--- src/rtl/collision_event_arbiter.sv ---
`timescale 1ns/1ps
`default_nettype none
// ============================================================================
//  Module      : collision_event_arbiter
//  Description : Per-frame collision detector for NUM_OBJ drawing-request
//                layers. Every enabled object pair is reported at most once
//                per frame through a show-ahead event FIFO (valid/ready).
//                Also provides a per-frame hit summary and a first-hit pulse.
//  Revision    : 1.0 - initial release
// ============================================================================
module collision_event_arbiter #(
    parameter int NUM_OBJ    = 4,
    parameter int FIFO_DEPTH = 8,
    parameter logic [NUM_OBJ*(NUM_OBJ-1)/2-1:0] PAIR_MASK = '1
) (
    input  logic                                   clk,
    input  logic                                   reset,
    input  logic                                   startOfFrame,
    input  logic [NUM_OBJ-1:0]                     drawing_request,
    output logic                                   collision,
    output logic                                   SingleHitPulse,
    output logic [NUM_OBJ*(NUM_OBJ-1)/2-1:0]       frame_hits,
    output logic                                   evt_valid,
    input  logic                                   evt_ready,
    output logic [((NUM_OBJ*(NUM_OBJ-1)/2) > 1 ? $clog2(NUM_OBJ*(NUM_OBJ-1)/2) : 1)-1:0] evt_pair,
    output logic [$clog2(NUM_OBJ)-1:0]             evt_obj_a,
    output logic [$clog2(NUM_OBJ)-1:0]             evt_obj_b,
    output logic [$clog2(FIFO_DEPTH+1)-1:0]        evt_count
);

    localparam int c_NUM_PAIRS = NUM_OBJ * (NUM_OBJ - 1) / 2;
    localparam int c_PAIR_W    = (c_NUM_PAIRS > 1) ? $clog2(c_NUM_PAIRS) : 1;
    localparam int c_OBJ_W     = $clog2(NUM_OBJ);
    localparam int c_CNT_W     = $clog2(FIFO_DEPTH + 1);
    localparam int c_PTR_W     = $clog2(FIFO_DEPTH);

    // Pair decode
    logic [c_NUM_PAIRS-1:0] w_hit;
    logic [c_OBJ_W-1:0]     w_pair_a [c_NUM_PAIRS];
    logic [c_OBJ_W-1:0]     w_pair_b [c_NUM_PAIRS];

    // Frame bookkeeping
    logic [c_NUM_PAIRS-1:0] r_seen;
    logic [c_NUM_PAIRS-1:0] r_pending;
    logic [c_NUM_PAIRS-1:0] r_frame_hits;
    logic                   r_frame_flag;
    logic                   r_collision;
    logic                   r_pulse;
    logic [c_NUM_PAIRS-1:0] w_seen_eff;
    logic [c_NUM_PAIRS-1:0] w_new;
    logic                   w_flag_eff;
    logic                   w_any_hit;

    // Arbiter
    logic [c_NUM_PAIRS-1:0] w_grant;
    logic [c_PAIR_W-1:0]    w_gidx;
    logic [c_OBJ_W-1:0]     w_ga;
    logic [c_OBJ_W-1:0]     w_gb;
    logic                   w_push;
    logic                   w_pop;
    logic                   w_full;

    // FIFO storage
    logic [c_PAIR_W-1:0]    r_mem_pair [FIFO_DEPTH];
    logic [c_OBJ_W-1:0]     r_mem_a    [FIFO_DEPTH];
    logic [c_OBJ_W-1:0]     r_mem_b    [FIFO_DEPTH];
    logic [c_PTR_W-1:0]     r_wr_ptr;
    logic [c_PTR_W-1:0]     r_rd_ptr;
    logic [c_CNT_W-1:0]     r_count;

    // Enumerate unordered pairs (i<j) in row-major order of the upper triangle.
    for (genvar gi = 0; gi < NUM_OBJ; gi++) begin : g_obj_lo
        for (genvar gj = gi + 1; gj < NUM_OBJ; gj++) begin : g_obj_hi
            localparam int c_P = gi*NUM_OBJ - gi*(gi+1)/2 + (gj - gi - 1);
            assign w_hit[c_P]    = drawing_request[gi] & drawing_request[gj] & PAIR_MASK[c_P];
            assign w_pair_a[c_P] = c_OBJ_W'(gi);
            assign w_pair_b[c_P] = c_OBJ_W'(gj);
        end
    end

    // A startOfFrame cycle sees an empty history, so its hits count for the new frame.
    assign w_seen_eff = startOfFrame ? '0 : r_seen;
    assign w_flag_eff = startOfFrame ? 1'b0 : r_frame_flag;
    assign w_any_hit  = |w_hit;
    assign w_new      = w_hit & ~w_seen_eff;

    assign w_full = (r_count == c_CNT_W'(FIFO_DEPTH));
    assign w_pop  = evt_valid & evt_ready;

    // Fixed-priority grant: lowest pending pair index wins whenever the FIFO has room.
    always_comb begin
        w_grant = '0;
        w_gidx  = '0;
        w_ga    = '0;
        w_gb    = '0;
        w_push  = (|r_pending) & ~w_full;
        for (int k = c_NUM_PAIRS - 1; k >= 0; k--) begin
            if (r_pending[k]) begin
                w_grant    = '0;
                w_grant[k] = w_push;
                w_gidx     = c_PAIR_W'(k);
                w_ga       = w_pair_a[k];
                w_gb       = w_pair_b[k];
            end
        end
    end

    // Per-frame state: collision flags, once-per-frame tracking and pending events.
    always_ff @(posedge clk or posedge reset) begin
        if (reset) begin
            r_collision  <= 1'b0;
            r_pulse      <= 1'b0;
            r_frame_flag <= 1'b0;
            r_seen       <= '0;
            r_pending    <= '0;
            r_frame_hits <= '0;
        end else begin
            r_collision  <= w_any_hit;
            r_pulse      <= w_any_hit & ~w_flag_eff;
            r_frame_flag <= w_flag_eff | w_any_hit;
            r_seen       <= w_seen_eff | w_hit;
            r_pending    <= (r_pending & ~w_grant) | w_new;
            if (startOfFrame) begin
                r_frame_hits <= r_seen;
            end
        end
    end

    // FIFO pointers and occupancy; a full FIFO refuses a push even if it pops.
    always_ff @(posedge clk or posedge reset) begin
        if (reset) begin
            r_wr_ptr <= '0;
            r_rd_ptr <= '0;
            r_count  <= '0;
        end else begin
            if (w_push) begin
                r_wr_ptr <= r_wr_ptr + c_PTR_W'(1);
            end
            if (w_pop) begin
                r_rd_ptr <= r_rd_ptr + c_PTR_W'(1);
            end
            case ({w_push, w_pop})
                2'b10:   r_count <= r_count + c_CNT_W'(1);
                2'b01:   r_count <= r_count - c_CNT_W'(1);
                default: r_count <= r_count;
            endcase
        end
    end

    // FIFO payload storage; contents are only meaningful below the occupancy count.
    always_ff @(posedge clk) begin
        if (w_push) begin
            r_mem_pair[r_wr_ptr] <= w_gidx;
            r_mem_a[r_wr_ptr]    <= w_ga;
            r_mem_b[r_wr_ptr]    <= w_gb;
        end
    end

    assign collision      = r_collision;
    assign SingleHitPulse = r_pulse;
    assign frame_hits     = r_frame_hits;
    assign evt_valid      = (r_count != '0);
    assign evt_pair       = r_mem_pair[r_rd_ptr];
    assign evt_obj_a      = r_mem_a[r_rd_ptr];
    assign evt_obj_b      = r_mem_b[r_rd_ptr];
    assign evt_count      = r_count;

endmodule
`default_nettype wire

--- config.mk ---
export PLATFORM = sky130hd
export DESIGN_NAME = collision_event_arbiter
export DESIGN_NICKNAME = d
export VERILOG_FILES = /design/src/rtl/collision_event_arbiter.sv
export SDC_FILE = /design/constraint.sdc
export NUM_CORES = 1
export LEC_CHECK = 0
export ABC_AREA = 1
export CAP_MARGIN = 20
export CORE_MARGIN = 4
export CORE_UTILIZATION = 60
export DETAILED_ROUTE_END_ITERATION = 12
export PLACE_DENSITY = 0.85
export SLEW_MARGIN = 20
export SYNTH_ARGS = -nofsm -noshare
export SYNTH_HDL_FRONTEND = slang
export SYNTH_SLANG_ARGS = --single-unit
--- constraint.sdc ---
create_clock -name clk -period 2.8 [get_ports clk]
set_input_delay 0.56 -clock clk [delete_from_list [all_inputs] [get_ports clk]]
set_output_delay 0.56 -clock clk [all_outputs]
set_load 0.02 [all_outputs]
Word level (Yosys, flattened, before mapping)
Memory sizes are Yosys's and may differ from the RTL's.
Cells that the tools add are included.
Word-level totals
  flip-flop bits (word level): 31
  latch bits: 0
  RAM bits: 56
  memory bits (read-only): 0
  bits of input ports: 8
  memories: 3
Memory list
  r_mem_pair: words 8, width 3, rd ports 1, clocked after Yosys merged registers in 0, wr ports 1, RTL line 64  | logic [c_PAIR_W-1:0] r_mem_pair [FIFO_DEPTH];
  r_mem_a: words 8, width 2, rd ports 1, clocked after Yosys merged registers in 0, wr ports 1, RTL line 65  | logic [c_OBJ_W-1:0] r_mem_a [FIFO_DEPTH];
  r_mem_b: words 8, width 2, rd ports 1, clocked after Yosys merged registers in 0, wr ports 1, RTL line 66  | logic [c_OBJ_W-1:0] r_mem_b [FIFO_DEPTH];
Operators by class
  add/subtract/negate cells: 4
  $mul: 0
  div/mod/pow operators: 0
  order comparisons: 0
  eq/ne operators: 3
  shift operators: 0
  multiplexer cells: 29
  bitwise gates (word level): 18
  reductions and logical operators: 4
Operators by type and width (number)
  6-bit 2-to-1 mux: 7
  2-bit 2-to-1 mux: 12
  3-bit 2-to-1 mux: 6
  6-bit bitwise AND: 2
  6-bit NOT: 2
  6-bit bitwise OR: 2
  6-bit OR reduction: 2
  1-bit bitwise AND: 9
  4-bit one-hot mux with 2 select lines: 1
  3-bit by 1-bit adder with 3-bit output (second input constant): 2
  4-bit by 1-bit adder with 4-bit output (second input constant): 1
  4-bit == test (second input constant): 1
  4-bit nonzero test: 1
  4-bit by 1-bit subtractor with 4-bit output (second input constant): 1
  1-bit 2-to-1 mux: 3
  2-bit by 1-bit == test with 1-bit output (second input constant): 1
  2-bit == test (second input constant): 1
  1-bit NOT: 2
  2-bit nonzero test: 1
  1-bit bitwise OR: 1

Logic depth before layout (Yosys ltp)
Gate-level depths: netlist (run 1).
  depth in word-level cells: 12
  depth in mapped cells: 13
  gate-level depth less buffers: 13

Least setup slack after synthesis (run 1)
OpenSTA, ideal clock, no wires.
  path type: flip-flop to flip-flop
  start point: register r_count[0], in the netlist evt_count[0]
  end point: register r_count[3], in the netlist evt_count[3]
  data arrival time: 1998 ps
  data required time: 2683 ps
  path slack: 685 ps
  stages on the path, launching flop included: 12
  path buffers: 0
  period minus slack after synthesis: 2115 ps
  cell sequence: dfrtp_1 nor2_2 nand3_2 nand2_2 inv_2 ha_1 ha_1 or2_1 nand3_1 nand2_1 nand2_1 nand2_1
Between the ends
  elaborated cells between the ends (all ways): 11
RTL lines
  start: declaration: RTL line 69  | logic [c_CNT_W-1:0] r_count;
  start signal: assignment: RTL line 143  | 2'b10: r_count <= r_count + c_CNT_W'(1);
  start signal: assignment: RTL line 144  | 2'b01: r_count <= r_count - c_CNT_W'(1);
  start signal: assignment: RTL line 145  | default: r_count <= r_count;
  4-bit nonzero test (*): RTL line 162  | assign evt_valid = (r_count != '0);
  via evt_valid: RTL line 23  | output logic evt_valid,
  1-bit bitwise AND (*): RTL line 88  | assign w_pop = evt_valid & evt_ready;
  via w_pop: RTL line 60  | logic w_pop;
  2-bit by 1-bit == test with 1-bit output / 2-bit == test (equally long branches): RTL line 142  | case ({w_push, w_pop})
  4-bit one-hot mux with 2 select lines / 2-bit nonzero test (equally long branches)
Mark *: on every way through the listed nets, which the timed path passes. The rest lies on a longest branch.
A chain may end at the register's enable or synchronous reset.

Final worst setup path (run 1)
  start point: register r_rd_ptr[0]
  end point: output evt_obj_a[0]
Between the ends
  cells in the longest elaborated chain, start to end: 1
Ends and longest elaborated chain
  start: declaration: RTL line 68  | logic [c_PTR_W-1:0] r_rd_ptr;
  start signal: assignment: RTL line 140  | r_rd_ptr <= r_rd_ptr + c_PTR_W'(1);
  memory read 8 x 2 bit
  end: declaration: RTL line 26  | output logic [$clog2(NUM_OBJ)-1:0] evt_obj_a,
No other way between the ends.

==> results.ini, run 1 <==
[clock_tree]
number_of_sinks_handled_by_clock_tree_synthesis=87
cts-root-buf=sky130_fd_sc_hd__clkbuf_8
tritoncts=done
clock_insertion_delay_at_the_later_pin_of_the_skew_report_ps=340
cts.repair_timing.setup_buffer_count=0
clkSlewWorstSetupHoldPaths_ps=80
h-tree-depth=3
cts_made_buffers=9
cts-hold-fix-buffers=0
cts_buffer_depth=2

[critical_path]
critPathMostFrequentCell=sky130_fd_sc_hd__nand2_1
worst_setup_path_end_kind=output port
worst-setup-path-type=flip-flop to output port
critical-path-top-delay-family=buffers and inverters
critPathArrivalTime_ps=2060
cp_slowest_stage_delay_ps=590
worstPathMaxFanout=28
crit_path_cell_trace=inv_1, buf_8, nand2_1, nand2_1, nand2_1, o21ai_1, nand2_1, nand2_1, clkdlybuf4s50_1
crit_buf_inv=3
cp_slowest_cell=sky130_fd_sc_hd__clkdlybuf4s50_1
critical_path_required_ps=2240
worst_setup_path_start_kind=flip-flop

[placement]
globalplace.congestion=0.827
numPlacedInstances=477
place_hpwl_um=5030
portBuffers=27

[power]
peakVddDrop_mv=0.753
power.total_uw=5010
power.static_leakage_uw=0.00192
power_per_cell_area_nw_per_um2=1140

[route]
wire_per_inst_um=15.1
routed_via_density=5.33
drt_first_iter_violations=185
number_of_iterations_in_the_first_detailed_routing_pass=4
num_vias=2630
drcViolationCount=0
detail_route.wirelength_um=7460
final_antenna_net_count=0

[grt]
initial_antenna_violation_count=0
vias_in_the_first_global_route=2722
grt_start_max_net_pins=32
grt_pass1_wl_um=12700
grt.overflow.total=0
globalRouteTotalUtil=0.219

[floorplanning]
initial_utilization=0.630
top_level_ports=28
chipHeight_um=87.8
placementRows=28
die_x_um=87.8
fp.dieArea_sq_um=7710
placeableCoreArea_sq_um=6060

[synth]
syn_inst=377
avgSynthCellArea_sq_um=10.1
syn-num-nets=391
synth_warnings=0
register_bit_count_reported_by_yosys=87
yosys.cell_types.count=29
synth_seq_area_share=0.643
post_synth_instance_area_sq_um=3820

[layout]
antenna-diode-count=0
final_common_cell=sky130_fd_sc_hd__nand2_1
regArea_sq_um=2460
area_delta_synth_final_pct=15.5
multi_input_area_sq_um=1170
fin_util=0.728
fillerInstances=411
share_of_final_layout_standard_cells_stronger_than_drive_strength_1=0.0957
most-common-layout-cells=sky130_fd_sc_hd__nand2_1 (108), sky130_fd_sc_hd__edfxtp_1 (56), sky130_fd_sc_hd__nor2_1 (49), sky130_fd_sc_hd__o21ai_1 (32), sky130_fd_sc_hd__dfrtp_1 (31)
finish.cell_count_without_fillers=493
finalNetCount=427

[timing]
report.final.slew_viol_count=0
count_of_final_setup_violators=0
timing_hold_violations_final=0
worst-slew-pin-transition_ps=836
setup-tns-final_ps=0
fmax_ghz=0.381
final_period_demand_of_the_worst_path_ps=2620
setup_repair_after_global_routing_missed_its_margin=no
timing.clock.skew_ps=8.74
slew_headroom=0.438
timing.final.crit_share=0.936

[job]
max_cap_viols=0

[hold_path]
timing.hold.worst.class=flip-flop to flip-flop

[status]
outcome=finished, final reports clean

## cell families after synthesis
group / Yosys count / share of synthesized area
fa+ha+maj: 6 / 0.0216
compound gates: 55 / 0.0743
buf+inv: 42 / 0.0514
xor+xnor: 5 / 0.0115
simple gates: 182 / 0.198
flops: 87 / 0.643
## state kept, by name, indices dropped and copies added, names as in the netlist
register	flops
r_mem_b	16
r_mem_a	16
r_rd_ptr	3
r_frame_flag	1
collision	1
r_wr_ptr	3
r_seen	6
SingleHitPulse	1
r_pending	6
frame_hits	6
r_mem_pair	24
evt_count	4
## tightest hold or removal path, stage by stage (launching register included)
cell,delay [ps]
sky130_fd_sc_hd__dfrtp_1,350
sky130_fd_sc_hd__nand2_1,50
sky130_fd_sc_hd__o21ai_1,60
## per-layer routing
| metal | vias to the layer above | global-route usage | share of wire |
|---|---|---|---|
| li1 | 1311 | - | - |
| met1 | 1226 | 0.273 | 0.42 |
| met2 | 82 | 0.377 | 0.51 |
| met3 | 11 | 0.0489 | 0.056 |
| met4 | 0 | 0.0795 | 0.015 |
| met5 | - | 0 | 0 |
## through the flow
step / hold WS (ps) / cell area [sq um] / setup WS [ps]
2_1_floorplan: 444 / 3820 / 685
3_3_place_gp: 463 / 4170 / 508
3_5_place_dp: 482 / 4170 / 448
4_1_cts: 503 / 4390 / 54.2
5_1_grt: 516 / 4410 / 7.63
6_report: 500 / 4410 / 178
## final cells by class
class	instances	share of cell area
Clock buffer	12	0.0329
Multi-Input combinational cell	248	0.265
Tap cell	75	0.0213
Inverter	31	0.0264
Timing Repair Buffer	36	0.0820
Sequential cell	87	0.557
Clock inverter	4	0.0159
## repair_timing
item / CTS / global route
endpoints found under the setup margin: 0 / 7
hold endpoints to repair: 0 / 0
resized for setup: 0 / 8
## path summary, 6_finish.rpt
| kind | slack, ps | cells after the start | end | startpoint |
|---|---|---|---|---|
| max | 180 | 9 | evt_obj_a[0] | r_rd_ptr[0] |
| min | 500 | 2 | frame_hits[5] | frame_hits[5] |
| max reg2reg | 690 | 10 | evt_count[3] | evt_count[0] |
| min reg2reg | 500 | 2 | frame_hits[5] | frame_hits[5] |
| max in group asynchronous | 1910 | 3 | r_seen[4] | reset |
| min in group asynchronous | 610 | 3 | r_rd_ptr[0] | reset |
## where the power goes
part           switching [uW]  leakage [uW]  internal (uW)
Combinational            1290      0.000922            746
Clock                     405      0.000110            525
Sequential                204      0.000889           1840
## Yosys cell counts, drive strengths merged
library cell,instances,area [sq um]
o22ai,1,6.26
clkbuf,2,7.51
xor2,2,17.5
edfxtp,56,1680
buf,9,72.6
o211ai,1,7.51
ha,5,62.6
a21oi,1,5.00
o21ai,50,250
nor3,6,30.0
fa,1,20.0
nor2,54,215
xnor2,3,26.3
inv,31,116
dfrtp,31,776
o21bai,1,7.51
o31ai,1,7.51
nand3,11,82.6
or2,1,6.26
nand2,110,423
No activity file was read; power rests on OpenSTA's default activity.
==> inputs of run 2 (changes only) <==
--- a/config.mk
+++ b/config.mk
@@ -7,6 +7,7 @@
 export LEC_CHECK = 0
 export ABC_AREA = 1
 export CAP_MARGIN = 20
+export CORE_ASPECT_RATIO = 1.75
 export CORE_MARGIN = 4
 export CORE_UTILIZATION = 60
 export DETAILED_ROUTE_END_ITERATION = 12
==> run 2 against run 1 <==
  * Via count up 2.4%
  * Sequential share of layout area decreased by 0.41 points
  * First-iteration DRC count is 3.2% lower
  * Worst hold slack better by 1.1 ps
  * Clock power is 11% higher
  * Final cell count up 1.2%
  * Utilization down 0.89 points
  * Non-clock buffer count is 1 higher
  * Worst setup slack worse by 48 ps
  * Critical path depth unchanged
  * Die area rose by 0.65%
  * Critical path type unchanged
  * Critical endpoint is now evt_pair[0]
  * Largest power group is now combinational logic
==> results.ini, run 2 (same netlist as run 1, synthesis figures left out) <==
[power]
fraction_of_power_consumed_by_the_clock_network=0.199  ; +0.013
seqPwrFrac=0.399  ; -0.009
p_switching_uw=1960  ; +3.0%
power.static_leakage_uw=0.00191  ; -0.79%
peakVddDrop_mv=0.665  ; -12%
intPower_uw=3200  ; +2.7%
swShare=0.380  ; +0.000811
power_per_cell_area_nw_per_um2=1160  ; +2.1%
power_frac_comb=0.402  ; -0.004

[critical_path]
ff2ff_path_depth=10  ; unchanged
worst_r2r_startpoint=evt_count[0]
cp-startpoint=r_rd_ptr[0]
worst-setup-path-type=flip-flop to output port
critical_path_required_ps=2240  ; about the same
critPathArrivalTime_ps=2110  ; +50 ps
timing.rr.end=evt_count[3]
worst_setup_path_end_kind=output port
worstPathMaxFanout=26  ; -7.1%
worst_setup_path_start_kind=flip-flop
cp-endpoint=evt_pair[0]
r2r_setup_slack_ps=700  ; about the same

[layout]
area_delta_synth_final_pct=16.3
finalNetCount=428  ; +0.23%
share_of_final_layout_standard_cells_stronger_than_drive_strength_1=0.103  ; +0.00693
final_common_cell=sky130_fd_sc_hd__nand2_1
flip_flop_count_of_the_largest_register_after_layout=24  ; unchanged
antenna-diode-count=0  ; unchanged
largest_registers=r_mem_pair: 24 flops, r_mem_a: 16 flops, r_mem_b: 16 flops
registers.top_by_ff_count=r_mem_pair
most-common-layout-cells=sky130_fd_sc_hd__nand2_1 (108), sky130_fd_sc_hd__edfxtp_1 (56), sky130_fd_sc_hd__nor2_1 (49), sky130_fd_sc_hd__o21ai_1 (32), sky130_fd_sc_hd__dfrtp_1 (31)

[timing]
report.final.slew_viol_count=0  ; unchanged
setup_repair_after_global_routing_missed_its_margin=no
worst-slew-pin-transition_ps=835  ; -0.544 ps
slew_headroom=0.439  ; about the same
timing.final.crit_share=0.953  ; +0.0170
fmax_ghz=0.375  ; -1.8%
timing_hold_violations_final=0  ; unchanged
fin_ws_ps=131  ; -47.6 ps
count_of_final_setup_violators=0  ; unchanged
timing.clock.skew_ps=9.42  ; +0.678 ps
final_period_demand_of_the_worst_path_ps=2670  ; +47.6 ps
setup-tns-final_ps=0  ; unchanged

[grt]
grt_start_max_net_pins=32  ; unchanged
grt.overflow.total=0  ; unchanged
vias_in_the_first_global_route=2813  ; +3.3%
grt_pass1_wl_um=13200  ; +4.1%
initial_antenna_violation_count=0  ; unchanged
globalRouteTotalUtil=0.232  ; +0.0131

[route]
num_vias=2692  ; +2.4%
drcViolationCount=0  ; unchanged
routed_via_density=5.39  ; +1.1%
final_antenna_net_count=0  ; unchanged
detail_route.wirelength_um=8010  ; +7.4%
wire_per_inst_um=16.1  ; +6.2%
drt_first_iter_violations=179  ; -3.2%
number_of_iterations_in_the_first_detailed_routing_pass=4  ; unchanged

[placement]
dp_slack_ps=475  ; +26.2 ps
globalplace.congestion=0.851  ; +2.9%
portBuffers=27  ; unchanged
place_hpwl_um=5580  ; +11%

[hold_path]
timing.hold.worst.class=flip-flop to flip-flop
holdPathStages=2  ; unchanged

[clock_tree]
h-tree-depth=3  ; unchanged
cts-hold-fix-buffers=0  ; unchanged
cts-root-buf=sky130_fd_sc_hd__clkbuf_8
cts_buffer_depth=2  ; unchanged
cts.repair_timing.setup_buffer_count=0  ; unchanged
cts_made_buffers=9  ; unchanged
number_of_sinks_handled_by_clock_tree_synthesis=87  ; unchanged
clkSlewWorstSetupHoldPaths_ps=80  ; about the same
clock_insertion_delay_at_the_later_pin_of_the_skew_report_ps=350  ; about the same
tritoncts=done

[floorplanning]
placementRows=38  ; +36%
die_x_um=68.3  ; -22%
chipHeight_um=114  ; +29%
fp.dieArea_sq_um=7760  ; +0.65%
initial_utilization=0.618  ; -0.0123
top_level_ports=28  ; unchanged
placeableCoreArea_sq_um=6180  ; +2.0%

[status]
outcome=finished, final reports clean

[job]
max_cap_viols=0  ; unchanged

run 2: changes by cell type in the layout (fill, tap and decap cells not counted), sizes merged:
cell           change
clkbuf             -3
clkdlybuf4s50      +3
dlymetal6s2s       -3
clkinv             +2
buf                +1
bufinv             +1
run 2: critical path, stage by stage, from the launching register on:
cell	delay, ps
sky130_fd_sc_hd__dfrtp_1	410
sky130_fd_sc_hd__inv_1	90
sky130_fd_sc_hd__buf_6	210
sky130_fd_sc_hd__nand2_1	100
sky130_fd_sc_hd__nand2_1	70
sky130_fd_sc_hd__nand2_1	50
sky130_fd_sc_hd__o21ai_0	90
sky130_fd_sc_hd__nand2_1	70
sky130_fd_sc_hd__nand2_1	80
sky130_fd_sc_hd__clkdlybuf4s50_1	600
run 2: stage by stage:
step,cells,utilization,cell area [sq um],hold WS (ps),total power [uW]
6_report,499,0.719,4440,501,5150
3_3_place_gp,483,0.677,4190,463,4030
2_1_floorplan,377,-,3820,444,3430
3_5_place_dp,483,0.677,4190,462,4120
4_1_cts,499,0.717,4430,502,5170
5_1_grt,499,0.719,4440,528,5510
run 2: what timing repair did:
item	in CTS	in global routing
endpoints found under the setup margin	0	7
endpoints found under the hold margin	0	0
gates resized for setup	0	4
run 2: worst min path at each step:
stage | start | end | slack, ps
2_1_floorplan | r_frame_flag | r_frame_flag | 440
3_3_place_gp | r_frame_flag | r_frame_flag | 460
3_5_place_dp | r_frame_flag | r_frame_flag | 460
4_1_cts | frame_hits[1] | frame_hits[1] | 500
5_1_grt | frame_hits[0] | frame_hits[0] | 530
6_report | frame_hits[1] | frame_hits[1] | 500
run 2: layout make-up:
cell class,instances,area [sq um]
Fill cell,470,1740
Multi-Input combinational cell,248,1170
Sequential cell,87,2460
Clock inverter,7,121
Timing Repair Buffer,37,358
Tap cell,80,100
Inverter,31,116
Clock buffer,9,124
run 2: routing by layer:
metal,global-route usage,part of all wire
met1,0.255,0.35
met2,0.416,0.58
met3,0.0424,0.042
met4,0.109,0.026
met5,0,0
run 2: power groups by stage:
| stage | sequential (uW) | clock [uW] | combinational, uW |
|---|---|---|---|
| finish | 2060 | 1030 | 2070 |
| CTS | 2050 | 1040 | 2080 |
| detailed placement | 2070 | 0 | 2050 |
| floorplan | 2060 | 0 | 1370 |
| global placement | 2050 | 0 | 1970 |
| global route | 2080 | 1110 | 2320 |
==> inputs of run 3 (changes only) <==
--- a/config.mk
+++ b/config.mk
@@ -11,6 +11,7 @@
 export CORE_MARGIN = 4
 export CORE_UTILIZATION = 60
 export DETAILED_ROUTE_END_ITERATION = 12
+export MAX_ROUTING_LAYER = met4
 export PLACE_DENSITY = 0.85
 export SLEW_MARGIN = 20
 export SYNTH_ARGS = -nofsm -noshare
==> run 3 against run 2 <==
  * Via count up 0.63%
  * Sequential share of layout area unchanged
  * Worst setup slack worse by 14 ps
  * Maximum frequency down 0.51%
  * Sequential power about the same
  * Clock power about the same
  * Global-route usage up 0.64 points
  * Worst hold slack about the same
  * Non-clock buffer count unchanged
  * Utilization unchanged
==> results.ini, run 3 (same netlist as run 1, synthesis figures left out) <==
[status]
outcome=finished, final reports clean

[route]
final_antenna_net_count=0  ; unchanged
wire_per_inst_um=16.2  ; +0.60%
num_vias=2709  ; +0.63%
detail_route.wirelength_um=8060  ; +0.60%
number_of_iterations_in_the_first_detailed_routing_pass=4  ; unchanged
drt_first_iter_violations=184  ; +2.8%
drcViolationCount=0  ; unchanged
routed_via_density=5.43  ; +0.63%

[clock_tree]
clock_insertion_delay_at_the_later_pin_of_the_skew_report_ps=350  ; about the same
h-tree-depth=3  ; unchanged
cts_made_buffers=9  ; unchanged
clkSlewWorstSetupHoldPaths_ps=80  ; about the same
tritoncts=done
cts-root-buf=sky130_fd_sc_hd__clkbuf_8
number_of_sinks_handled_by_clock_tree_synthesis=87  ; unchanged
cts.repair_timing.setup_buffer_count=0  ; unchanged
cts-hold-fix-buffers=0  ; unchanged
cts_buffer_depth=2  ; unchanged

[job]
max_cap_viols=0  ; unchanged

[floorplanning]
top_level_ports=28  ; unchanged
initial_utilization=0.618  ; unchanged
placementRows=38  ; unchanged
placeableCoreArea_sq_um=6180  ; unchanged
chipHeight_um=114  ; unchanged
fp.dieArea_sq_um=7760  ; unchanged
die_x_um=68.3  ; unchanged

[timing]
slew_headroom=0.435  ; -0.00339
worst-slew-pin-transition_ps=840  ; +5.04 ps
timing_hold_violations_final=0  ; unchanged
final_period_demand_of_the_worst_path_ps=2680  ; +13.7 ps
timing.clock.skew_ps=10.6  ; +1.20 ps
report.final.slew_viol_count=0  ; unchanged
setup_repair_after_global_routing_missed_its_margin=no
fmax_ghz=0.373  ; -0.51%
hold_ws_ps=501  ; -0.115 ps
timing.final.crit_share=0.958  ; +0.00491
fin_ws_ps=117  ; -13.7 ps
count_of_final_setup_violators=0  ; unchanged
setup-tns-final_ps=0  ; unchanged

[grt]
globalRouteTotalUtil=0.239  ; +0.00642
busiest_layer=met2
grt.overflow.total=0  ; unchanged
grt_pass1_wl_um=13200  ; +0.11%
vias_in_the_first_global_route=2820  ; +0.25%
grt.met2_usage=0.418  ; +0.00129
initial_antenna_violation_count=0  ; unchanged
met1_demand_to_capacity_share_in_global_routing=0.253  ; -0.00138
grt_start_max_net_pins=32  ; unchanged
globalRouteMet3Util=0.0414  ; -0.000985

[layout]
finish.cell_count_without_fillers=499  ; unchanged
antenna-diode-count=0  ; unchanged
final_common_cell=sky130_fd_sc_hd__nand2_1
area_delta_synth_final_pct=16.3  ; unchanged
regArea_sq_um=2460  ; unchanged
most-common-layout-cells=sky130_fd_sc_hd__nand2_1 (108), sky130_fd_sc_hd__edfxtp_1 (56), sky130_fd_sc_hd__nor2_1 (49), sky130_fd_sc_hd__o21ai_1 (32), sky130_fd_sc_hd__dfrtp_1 (31)
multi_input_area_sq_um=1170  ; unchanged
largest_registers=r_mem_pair: 24 flops, r_mem_a: 16 flops, r_mem_b: 16 flops
share_of_final_layout_standard_cells_stronger_than_drive_strength_1=0.103  ; unchanged
finalNetCount=428  ; unchanged
flip_flop_count_of_the_largest_register_after_layout=24  ; unchanged
fillerInstances=470  ; unchanged
registers.top_by_ff_count=r_mem_pair

[critical_path]
cp_slowest_cell=sky130_fd_sc_hd__clkdlybuf4s50_1
critPathMostFrequentCell=sky130_fd_sc_hd__nand2_1
worst-setup-path-type=flip-flop to output port
worst_setup_path_start_kind=flip-flop
worst_setup_path_end_kind=output port
crit_path_cell_trace=inv_1, buf_6, nand2_1, nand2_1, nand2_1, o21ai_0, nand2_1, nand2_1, clkdlybuf4s50_1
crit_buf_inv=3  ; unchanged
cp_slowest_stage_delay_ps=600  ; about the same
critPathArrivalTime_ps=2120  ; about the same
worstPathMaxFanout=26  ; unchanged
critical-path-top-delay-family=buffers and inverters
critical_path_required_ps=2240  ; about the same

[placement]
numPlacedInstances=483  ; unchanged
portBuffers=27  ; unchanged
dp_slack_ps=475  ; unchanged
place_hpwl_um=5580  ; unchanged
globalplace.congestion=0.864  ; +1.6%

[power]
power.static_leakage_uw=0.00191  ; unchanged
peakVddDrop_mv=0.666  ; about the same
power_per_cell_area_nw_per_um2=1160  ; about the same

[hold_path]
timing.hold.worst.class=flip-flop to flip-flop

run 3: cell counts in the layout (fill, tap and decap cells not counted):
No cell type changed its count.
run 3: where the power goes:
part / total [uW] / internal (uW) / switching [uW]
Sequential: 2050 / 1840 / 211
Combinational: 2070 / 759 / 1310
Clock: 1030 / 595 / 437
run 3: through the flow:
| step | area (sq um) | utilization | total power, uW |
|---|---|---|---|
| floorplan | 3820 | - | 3430 |
| global placement | 4190 | 0.677 | 4030 |
| detailed placement | 4190 | 0.677 | 4120 |
| CTS | 4430 | 0.717 | 5170 |
| global route | 4440 | 0.719 | 5510 |
| finish | 4440 | 0.719 | 5160 |
run 3: worst reg2reg max path: stages, from the launching register on:
cell,delay [ps]
sky130_fd_sc_hd__dfrtp_1,450
sky130_fd_sc_hd__nor2_2,220
sky130_fd_sc_hd__nand3_4,180
sky130_fd_sc_hd__nand2_4,160
sky130_fd_sc_hd__ha_1,240
sky130_fd_sc_hd__ha_1,270
sky130_fd_sc_hd__or2_1,250
sky130_fd_sc_hd__nand3_1,80
sky130_fd_sc_hd__nand2_1,50
sky130_fd_sc_hd__nand2_1,50
sky130_fd_sc_hd__nand2_1,40
run 3: area by class of cell:
cell class	count	area share
inverters	31	0.0262
flip-flops and latches	87	0.553
clock inverters	7	0.0273
repair buffers	37	0.0805
clock buffers	9	0.0279
well taps	80	0.0225
multi-input cells	248	0.263
run 3: repair_timing:
item | 4_1_cts | 5_1_grt
endpoints found under the hold margin | 0 | 0
endpoints found under the setup margin | 0 | 7
gates resized for setup | 0 | 4
run 3: per-layer routing:
layer / wire length, um / vias up
met1: 2800 / 1265
met5: 0 / -
met3: 444 / 19
met2: 4580 / 117
met4: 237 / 0
li1: - / 1308
run 3: worst paths after layout:
kind                       cells past startpoint            end     startpoint  slack (ps)
setup / recovery                               9    evt_pair[0]    r_rd_ptr[0]         120
hold / removal                                 2  frame_hits[1]  frame_hits[1]         500
setup reg to reg                              10   evt_count[3]   evt_count[0]         700
hold reg to reg                                2  frame_hits[1]  frame_hits[1]         500
max in group asynchronous                      3      r_seen[0]          reset        1930
min in group asynchronous                      3    r_rd_ptr[0]          reset         580
